File: config.mk
export PLATFORM = sky130hd
export DESIGN_NAME = regfile_wb_arbiter
export DESIGN_NICKNAME = d
export VERILOG_FILES = /design/src/rtl/regfile_wb_arbiter.sv
export SDC_FILE = /design/constraint.sdc
export NUM_CORES = 1
export LEC_CHECK = 0
export BUFFER_PORTS_ARGS = -buffer_cell sky130_fd_sc_hd__buf_2
export CAP_MARGIN = 20
export CORE_UTILIZATION = 41
export CTS_CLUSTER_SIZE = 20
export DETAILED_ROUTE_END_ITERATION = 8
export PLACE_DENSITY = 0.88
export SLEW_MARGIN = 20
export SYNTH_ARGS = -nofsm -noshare
export SYNTH_HDL_FRONTEND = slang
export SYNTH_SLANG_ARGS = --single-unit
export TNS_END_PERCENT = 10
File: constraint.sdc
create_clock -name clk -period 2.4 [get_ports clk]
set_input_delay 0.36 -clock clk [delete_from_list [all_inputs] [get_ports clk]]
set_output_delay 0.36 -clock clk [all_outputs]
set_load 0.005 [all_outputs]
File: src/rtl/regfile_wb_arbiter.sv
// Round-robin write-back arbiter feeding a one-entry commit stage for the register file write port.
// Optional macro WB_BYPASS_EN: forward commit-stage data on hits instead of stalling the issue stage.
module regfile_wb_arbiter #(
    parameter int AW = 6,
    parameter int DW = 32,
    parameter int CW = 16
) (
    input  logic          clk,
    input  logic          rst_n,
    input  logic          req0_valid,
    input  logic [AW-1:0] req0_addr,
    input  logic [DW-1:0] req0_data,
    output logic          req0_ready,
    input  logic          req1_valid,
    input  logic [AW-1:0] req1_addr,
    input  logic [DW-1:0] req1_data,
    output logic          req1_ready,
    output logic          rf_we,
    output logic [AW-1:0] rf_wa,
    output logic [DW-1:0] rf_wd,
    input  logic [AW-1:0] rd_addr1,
    input  logic [AW-1:0] rd_addr2,
    output logic          fwd1_valid,
    output logic [DW-1:0] fwd1_data,
    output logic          fwd2_valid,
    output logic [DW-1:0] fwd2_data,
    output logic          stall,
    output logic [CW-1:0] conflict_cnt
);

    logic          rr_last_q, rr_last_d;
    logic          st_valid_q, st_valid_d;
    logic [AW-1:0] st_addr_q, st_addr_d;
    logic [DW-1:0] st_data_q, st_data_d;
    logic [CW-1:0] cnt_q, cnt_d;
    logic          gnt0, gnt1;
    logic [AW-1:0] rd_addr [2];
    logic [1:0]    hit;

    // rr_last_q = 1 means requester 1 won the last transfer, so requester 0 wins the next contest.
    always_comb begin
        gnt0 = 1'b0;
        gnt1 = 1'b0;
        if (rst_n) begin
            if (req0_valid && req1_valid) begin
                gnt0 = rr_last_q;
                gnt1 = !rr_last_q;
            end else begin
                gnt0 = req0_valid;
                gnt1 = req1_valid;
            end
        end
    end

    always_comb begin
        rr_last_d  = rr_last_q;
        st_valid_d = 1'b0;
        st_addr_d  = st_addr_q;
        st_data_d  = st_data_q;
        cnt_d      = cnt_q;
        if (gnt0) begin
            rr_last_d  = 1'b0;
            st_valid_d = 1'b1;
            st_addr_d  = req0_addr;
            st_data_d  = req0_data;
        end else if (gnt1) begin
            rr_last_d  = 1'b1;
            st_valid_d = 1'b1;
            st_addr_d  = req1_addr;
            st_data_d  = req1_data;
        end
        if (req0_valid && req1_valid && (cnt_q != {CW{1'b1}})) begin
            cnt_d = cnt_q + 1'b1;
        end
    end

    always_ff @(posedge clk) begin
        if (!rst_n) begin
            rr_last_q  <= 1'b1;
            st_valid_q <= 1'b0;
            st_addr_q  <= '0;
            st_data_q  <= '0;
            cnt_q      <= '0;
        end else begin
            rr_last_q  <= rr_last_d;
            st_valid_q <= st_valid_d;
            st_addr_q  <= st_addr_d;
            st_data_q  <= st_data_d;
            cnt_q      <= cnt_d;
        end
    end

    assign req0_ready   = gnt0;
    assign req1_ready   = gnt1;
    assign rf_we        = st_valid_q && (st_addr_q != '0);
    assign rf_wa        = st_addr_q;
    assign rf_wd        = st_data_q;
    assign conflict_cnt = cnt_q;

    assign rd_addr[0] = rd_addr1;
    assign rd_addr[1] = rd_addr2;

    // Register 0 is hardwired, so reading it never needs the in-flight value.
    generate
        for (genvar gi = 0; gi < 2; gi++) begin : g_hit
            assign hit[gi] = st_valid_q && (st_addr_q == rd_addr[gi]) && (rd_addr[gi] != '0);
        end
    endgenerate

`ifdef WB_BYPASS_EN
    assign fwd1_valid = hit[0];
    assign fwd2_valid = hit[1];
    assign fwd1_data  = st_data_q;
    assign fwd2_data  = st_data_q;
    assign stall      = 1'b0;
`else
    assign fwd1_valid = 1'b0;
    assign fwd2_valid = 1'b0;
    assign fwd1_data  = '0;
    assign fwd2_data  = '0;
    assign stall      = |hit;
`endif

endmodule

* Word level (Yosys, flattened, before mapping) *
Cells that the tools add are included.

storage, ports and cells
  bits in registers = 56
  output and inout bits = 124
  logic and storage cells = 34

cells by class
  add/subtract/negate cells = 1
  equality and inequality tests = 3
  muxes and demuxes = 12
  reductions and logical operators = 13

operator list
  operator                 number
  $mux W32                 2
  $reduce_bool A6 Y1       3
  $add A16 B1 Y16 const B  1
  $ne A16 B16 Y1 const B   1
  $eq A6 B6 Y1             2
  $mux W6                  2
  $mux W1                  8
  $logic_and A1 B1 Y1      7
  $reduce_bool A2 Y1       1
  $reduce_or A2 Y1         1
  $logic_not A1 Y1         1

* Logic depth before layout (Yosys ltp) *
Gate-level depths: netlist (run 1).

  depth in word-level cells = 5
  gate-level depth with buffers = 7

* Worst setup path before layout (run 1) *
Ideal clock, no wire load.

  path type = reg2reg
  from = register cnt_q[0], in the netlist conflict_cnt[0]
  to = register cnt_q[14], in the netlist conflict_cnt[14]
  setup time = 71 ps
  arrival time = 1,808 ps
  setup slack = 521 ps
  cell stages (with the launch flop) = 6
  period minus slack after synthesis = 1,879 ps
  cell sequence = dfxtp_1 > ha_1 > nand3_1 > or4_1 > or4_1 > a21oi_1

between the ends
  cells in the longest elaborated chain, start to end = 2
  elaborated cells between the ends (all ways) = 3

ends and longest elaborated chain
  what                                                     RTL line  text
  start: declaration                                       35        logic [CW-1:0] cnt_q, cnt_d;
  start signal: assignment                                 89        cnt_q <= cnt_d;
  branches (longest 2 deep; another with $add A16 B1 Y16)  n/a

Several ways; the timed one is not identified.
A chain may end at the register's enable or synchronous reset.

* Worst setup path in the final report (run 1) *
Same ends and word-level chain as after synthesis.

==> metrics.md, run 1 <==
| Metric | Value |
|---|---|
| Pint | 1.37 mW |
| CTS sink cnt | 56 |
| TNS Setup | 0 ps |
| CP max FO | 5 |
| Post-synth cell types | 35 |
| Fmax | 0.493 GHz |
| Clock share of power | 28.3% |
| H-tree Lvls | 2 |
| Part of the cycle the worst path needs | 84.6% |
| Switching portion of total power | 27.2% |
| Slew Viols, Final | 0 |
| Mapped cell area | 3010 sq um |
| FF+latch count, synth | 56 |
| Mean area per synthesized cell | 8.71 sq um |
| Number of synthesized flops with an enable pin | 0 |
| Crit Path Category | flop to flop |
| Max Cap Viol | 0 |
| First-pass GRT wire length | 11.8 mm |
| Vias per cell | 5.16 |
| Vias in the first global route | 2589 |
| Sequential power share | 53.7% |
| Largest net degree at the start of global routing | 40 |
| Initial antenna violation count | 0 |
| Register area share after synthesis | 37.3% |
| Post-cts sizing count | 0 |
| IO buf count | 149 |
| Cell Area, Placed | 3600 sq um |
| Final Skew | 6.58 ps |
| Slew HR | 60.9% |
| Overall routed net length | 8.06 mm |
| DR iter-0 viols | 227 |
| Status | finished, final reports clean |
| Die extent in x | 87.6 um |
| Total Nets Final | 580 |
| Num CTS Buffers | 5 |
| Post-synth ARST share | 0% |
| Core region area | 6940 sq um |
| Net Sw Power | 0.512 mW |
| P&R area growth vs syn | 23.0% |
| Num ports | 216 |
| Overflow after GRT | 0 |
| FP Rows | 30 |
| Worst-Skew Late Latency | 300 ps |
| Initial core utilization | 43.3% |
| Multi-input gate area | 1550 sq um |
| Yosys warns | 0 |
| DP HPWL | 5.96 mm |
| CP arrival | 2270 ps |
| Drt pass-1 iters | 8 |
| Minimum clock period | 2030 ps |
| Die Area | 7680 sq um |
| Crit path launch type | flop |
| GPL Wtd Cong | 0.900 |
| Finish-stage setup viols | 0 |
| Clock root buffer | clkbuf_8 |
| Max rail drop VDD | 281 uV |
| Die height | 87.6 um |
| Synth Instances | 345 |
| Total vias in the final route | 3016 |
| Crit. End Element | flop |
| GRT Util Overall | 19.7% |
| Comb pwr share | 18.0% |
| Worst Hold Class | input port to flop |
| Antenna-violating nets left | 0 |
| Ant diodes | 0 |
| Filler instances | 639 |
| Worst Tran Pin Value | 586 ps |
| Static Leakage | 1.76 nW |
| CTS max path bufs | 2 |
| Share of cells above drive strength 1 | 34.0% |
| CTS tree | built |
| RSZ-0062 raised after global routing | false |
| Register area | 1120 sq um |
| Post-CTS setup buffer count | 0 |
| Clk slew on worst S/H paths | 100 ps |
| Hold_ws | 312 ps |
| Critical Path RT | 2640 ps |
| CTS Hold Bufs | 0 |
| Design area | 3700 sq um |
| DRC Markers | 0 |
| Power density cells | 510 nW/um^2 |
| Drt wl/cell | 13.8 um |
| Final hold vios | 0 |
| Synth Flop Type | dfxtp_1 |
==> final timing paths <==
kind / slack, ps / depth (start not counted) / end / startpoint
max: 370 / 5 / conflict_cnt[14]$_SDFFE_PN0P_ / conflict_cnt[0]$_SDFFE_PN0P_
min: 310 / 3 / rf_wd[31]$_SDFFE_PN0P_ / req1_data[31]
max reg2reg: 370 / 5 / conflict_cnt[14]$_SDFFE_PN0P_ / conflict_cnt[0]$_SDFFE_PN0P_
min reg2reg: 500 / 2 / rf_wd[10]$_SDFFE_PN0P_ / rf_wd[10]$_SDFFE_PN0P_
==> state kept, by name (all words and copies together), names as in the netlist <==
signal	count
conflict_cnt	16
rr_last_q	1
st_valid_q	1
rf_wa	6
rf_wd	32
==> power by group through the flow <==
stage | Combinational [mW] | Sequential (mW) | Clock (mW)
6_report | 0.339 | 1.01 | 0.534
5_1_grt | 0.380 | 1.02 | 0.594
4_1_cts | 0.338 | 1.01 | 0.551
3_5_place_dp | 0.337 | 1.03 | 0
3_3_place_gp | 0.326 | 1.03 | 0
2_1_floorplan | 0.248 | 1.03 | 0
==> metal layers <==
metal	part of all wire, %	track usage [%]	up-vias
li1	-	-	1430
met1	39	22.7	1402
met2	52	34.7	178
met3	7.9	5.94	6
met4	0.92	7.00	0
met5	0	0	-
==> cell usage in the layout, fill, tap and decap left out, drive strengths merged, types with 7 or more instances in the layout <==
master and count:
buf 156, conb 66, dfxtp 56, nor2 45, a222oi 28, nand2 15
mux2i 14, or4 11, a211oi 11, a21oi 9, nand3 8, o21ai 7
clkbuf 7
==> worst max-delay path: stages (launching register included) <==
cell	delay, ps
dfxtp_1	420
ha_1	240
nand3_1	150
or4_1	510
or4_1	510
a21oi_1	150
==> cell families after synthesis <==
family	after synthesis	synth area share, %
buffers and inverters	91	19.7
flip-flops	56	37.3
XOR/XNOR	10	2.91
other	1	0.125
AO/OA/AOI/OAI	69	18.2
adder cells (fa/ha/maj)	1	0.416
multiplexers	14	4.66
AND/OR/NAND/NOR	103	16.7
==> cells in the mapped netlist (all sizes together) (2+ instances only) <==
| cell | number | area, sq um |
|---|---|---|
| buf | 69 | 509 |
| dfxtp | 56 | 1120 |
| nor2 | 45 | 169 |
| a222oi | 28 | 280 |
| clkbuf | 17 | 63.8 |
| nand2 | 15 | 56.3 |
| mux2i | 14 | 140 |
| a211oi | 11 | 82.6 |
| or4 | 11 | 82.6 |
| a21oi | 9 | 45.0 |
| nand3 | 8 | 40.0 |
| o21ai | 7 | 35.0 |
| nand4 | 6 | 37.5 |
| o31ai | 6 | 45.0 |
| xnor2 | 6 | 52.6 |
| inv | 5 | 18.8 |
| a31oi | 4 | 25.0 |
| nand2b | 4 | 25.0 |
| xor2 | 4 | 35.0 |
| nor3 | 3 | 15.0 |
| nor4 | 3 | 18.8 |
| a2111oi | 2 | 17.5 |
| or3 | 2 | 12.5 |
==> layout make-up <==
| cell class | instances | area share, % |
|---|---|---|
| Clock buffer | 7 | 2.34 |
| Timing Repair Buffer | 156 | 21.6 |
| Clock inverter | 1 | 0.203 |
| Multi-Input combinational cell | 263 | 41.8 |
| Sequential cell | 56 | 30.3 |
| Tap cell | 96 | 3.25 |
| Inverter | 5 | 0.508 |
==> per-stage QoR <==
step / util [%] / instances / setup slack [ps] / total power, mW
2_1_floorplan: - / 410 / 521 / 1.28
3_3_place_gp: 51.9 / 576 / 496 / 1.36
3_5_place_dp: 51.9 / 576 / 400 / 1.37
4_1_cts: 53.2 / 584 / 388 / 1.90
5_1_grt: 53.2 / 584 / 194 / 1.99
6_report: 53.2 / 584 / 370 / 1.89
No activity file was read; power rests on OpenSTA's default activity.
==> run 2: changes to the inputs <==
==> constraint.sdc (replaced) <==
create_clock -name clk -period 1.95 [get_ports clk]
set_input_delay 0.2925 -clock clk [delete_from_list [all_inputs] [get_ports clk]]
set_output_delay 0.2925 -clock clk [all_outputs]
set_load 0.005 [all_outputs]
==> run 2 against run 1 <==
Against the previous run:
- power grew 24%
- first-iteration DRC count increased by 20%
- setup slack worse by 340 ps
- routed wire length rose by 4.2%
- sequential share of layout area shrank 0.66 points
- combinational power up 29%
- core utilization is 1.4 points higher
- via count rose by 3.7%
- clock power rose by 25%
- cell count grew 1.4%
- hold slack got worse by 69 ps
- largest cell class unchanged
- highest routed layer unchanged
==> metrics.md, run 2 (synthesized netlist as in run 1, its figures left out) <==
| Metric | Value |
|---|---|
| FF-to-FF End | conflict_cnt[14]$_SDFFE_PN0P_ |
| Critical Path RT | 2200 ps (-440 ps) |
| Crit. End Element | flop |
| CP arrival | 2170 ps (-100 ps) |
| IO buf count | 149 (unchanged) |
| Overall routed net length | 8.40 mm (+4.2%) |
| Slowest Stage Delay on Critical Path | 540 ps (+30 ps) |
| Crit path launch type | flop |
| Max rail drop VDD | 341 uV (+21%) |
| Clock root buffer | clkbuf_8 |
| Slowest CP cell | or4_1 |
| Fmax | 0.521 GHz (+5.8%) |
| Num ports | 216 (unchanged) |
| DP HPWL | 6.33 mm (+6.3%) |
| CP Buf/Inv Count | 0 (unchanged) |
| Initial antenna violation count | 0 (unchanged) |
| First-pass GRT wire length | 13.0 mm (+9.5%) |
| Overflow after GRT | 0 (unchanged) |
| DRC Markers | 0 (unchanged) |
| WHS Path Cells | 2 (-1) |
| Status | finished, final reports clean |
| Power density cells | 619 nW/um^2 (+21%) |
| RSZ-0062 raised after global routing | true |
| Worst R2R Start | conflict_cnt[1]$_SDFFE_PN0P_ |
| Share of cells above drive strength 1 | 36.5% (+2.5 points) |
| GRT Util Overall | 21.5% (+1.8 points) |
| Static Leakage | 1.80 nW (+2.5%) |
| Drt pass-1 iters | 7 (-1) |
| Commonest non-fill, non-tap cell in the layout | buf_2 |
| Drt wl/cell | 14.2 um (+2.8%) |
| Min-delay src | rst_n |
| Total vias in the final route | 3127 (+3.7%) |
| Hold_ws | 243 ps (-69.0 ps) |
| CP Cell Sequence | ha_2 -> nand3_1 -> or4_1 -> or4_1 -> a21oi_2 |
| Most frequent cells in the layout | 149 x buf_2, 66 x conb_1, 53 x dfxtp_1 |
| Design area | 3790 sq um (+2.6%) |
| P&R area growth vs syn | 26.1% |
| Final hold vios | 0 (unchanged) |
| CP max FO | 4 (-1) |
| GPL Wtd Cong | 0.896 (-0.44%) |
| Cell Area, Placed | 3680 sq um (+2.0%) |
| Final Skew | 8.97 ps (+2.40 ps) |
| Post-cts sizing count | 0 (unchanged) |
| Initial core utilization | 43.3% (unchanged) |
| CTS tree | built |
| Met2 WL | 4.38 mm (+4.9%) |
| Slew Viols, Final | 0 (unchanged) |
| Max Cap Viol | 0 (unchanged) |
| Post-route met1 wirelength | 3.18 mm (+0.25%) |
| Pre-CTS setup slack | 49.2 ps (-351 ps) |
| CTS sink cnt | 56 (unchanged) |
| Minimum clock period | 1920 ps (-111 ps) |
| Worst Hold Class | input port to flop |
| Vias per cell | 5.28 (+2.3%) |
| Max reg flops | 32 (unchanged) |
| Die height | 87.6 um (unchanged) |
| FP Rows | 30 (unchanged) |
| WL met3 | 727 um (+14%) |
| Die extent in x | 87.6 um (unchanged) |
| Total Nets Final | 588 (+1.4%) |
| Crit Path Category | flop to flop |
| Clk slew on worst S/H paths | 100 ps (about the same) |
| Final WS setup | 30.8 ps (-339 ps) |
| Die Area | 7680 sq um (unchanged) |
| Vias in the first global route | 2823 (+9.0%) |
| Largest net degree at the start of global routing | 40 (unchanged) |
| Top sig layer | met4 |
| Finish-stage setup viols | 0 (unchanged) |
| Part of the cycle the worst path needs | 98.4% (+14 points) |
| Most frequent CP cell | or4_1 |
| Filler instances | 630 (-1.4%) |
| CTS max path bufs | 2 (unchanged) |
| DR iter-0 viols | 273 (+20%) |
| H-tree Lvls | 2 (unchanged) |
| Post-CTS setup buffer count | 0 (unchanged) |
| CP delay by family, top | simple AND/OR/NAND/NOR gates |
| FF-to-FF setup slack | 30 ps (-340 ps) |
| Ant diodes | 0 (unchanged) |
| Core region area | 6940 sq um (unchanged) |
| CTS Hold Bufs | 0 (unchanged) |
| Final Total Pwr | 2.35 mW (+24%) |
| Antenna-violating nets left | 0 (unchanged) |
| Hold EP | rr_last_q$_SDFFE_PN1P_ |
| Worst-Skew Late Latency | 300 ps (about the same) |
| R2R cell count | 5 (unchanged) |
| Num CTS Buffers | 5 (unchanged) |
## run 2: per-stage QoR
stage,util (%),cells,setup TNS (ps)
6_report,54.6,592,0
4_1_cts,54.3,592,0
3_5_place_dp,52.9,584,0
2_1_floorplan,-,410,0
3_3_place_gp,52.9,584,0
5_1_grt,54.6,592,-60.7
## run 2: layer usage
metal  track usage (%)  vias to the layer above
met2              39.1                      206
met1              25.1                     1471
li1                  -                     1442
met3              4.81                        8
met5                 0                        -
met4              6.71                        0
## run 2: worst reg2reg max path: cells and delay by family (launching register included)
family,cells,cell delay [ps]
compound gates,1,140
simple gates,3,1160
flops,1,370
fa+ha+maj,1,190
## run 2: cell type report
cell class | count | area (sq um) | area share [%]
well taps | 96 | 120 | 3.17
multi-input cells | 263 | 1560 | 41.2
repair buffers | 164 | 871 | 23.0
clock inverters | 1 | 7.51 | 0.198
inverters | 5 | 18.8 | 0.495
clock buffers | 7 | 86.3 | 2.28
flip-flops and latches | 56 | 1120 | 29.7
## run 2: worst max-delay path by stage
stage | depth (start not counted) | endpoint | from | slack, ps
floorplan | 5 | conflict_cnt[14]$_SDFFE_PN0P_ | conflict_cnt[0]$_SDFFE_PN0P_ | 70
finish | 5 | conflict_cnt[14]$_SDFFE_PN0P_ | conflict_cnt[1]$_SDFFE_PN0P_ | 30
global placement | 5 | conflict_cnt[14]$_SDFFE_PN0P_ | conflict_cnt[1]$_SDFFE_PN0P_ | 130
detailed placement | 5 | conflict_cnt[14]$_SDFFE_PN0P_ | conflict_cnt[1]$_SDFFE_PN0P_ | 50
CTS | 5 | stall | rf_wa[5]$_SDFFE_PN0P_ | 2
global route | 5 | conflict_cnt[14]$_SDFFE_PN0P_ | conflict_cnt[1]$_SDFFE_PN0P_ | -50
## run 2: power breakdown
part	internal (mW)	leakage (nW)	switching (mW)
Combinational	0.208	1.30	0.227
Sequential	1.20	0.460	0.0431
Clock	0.290	0.0445	0.375
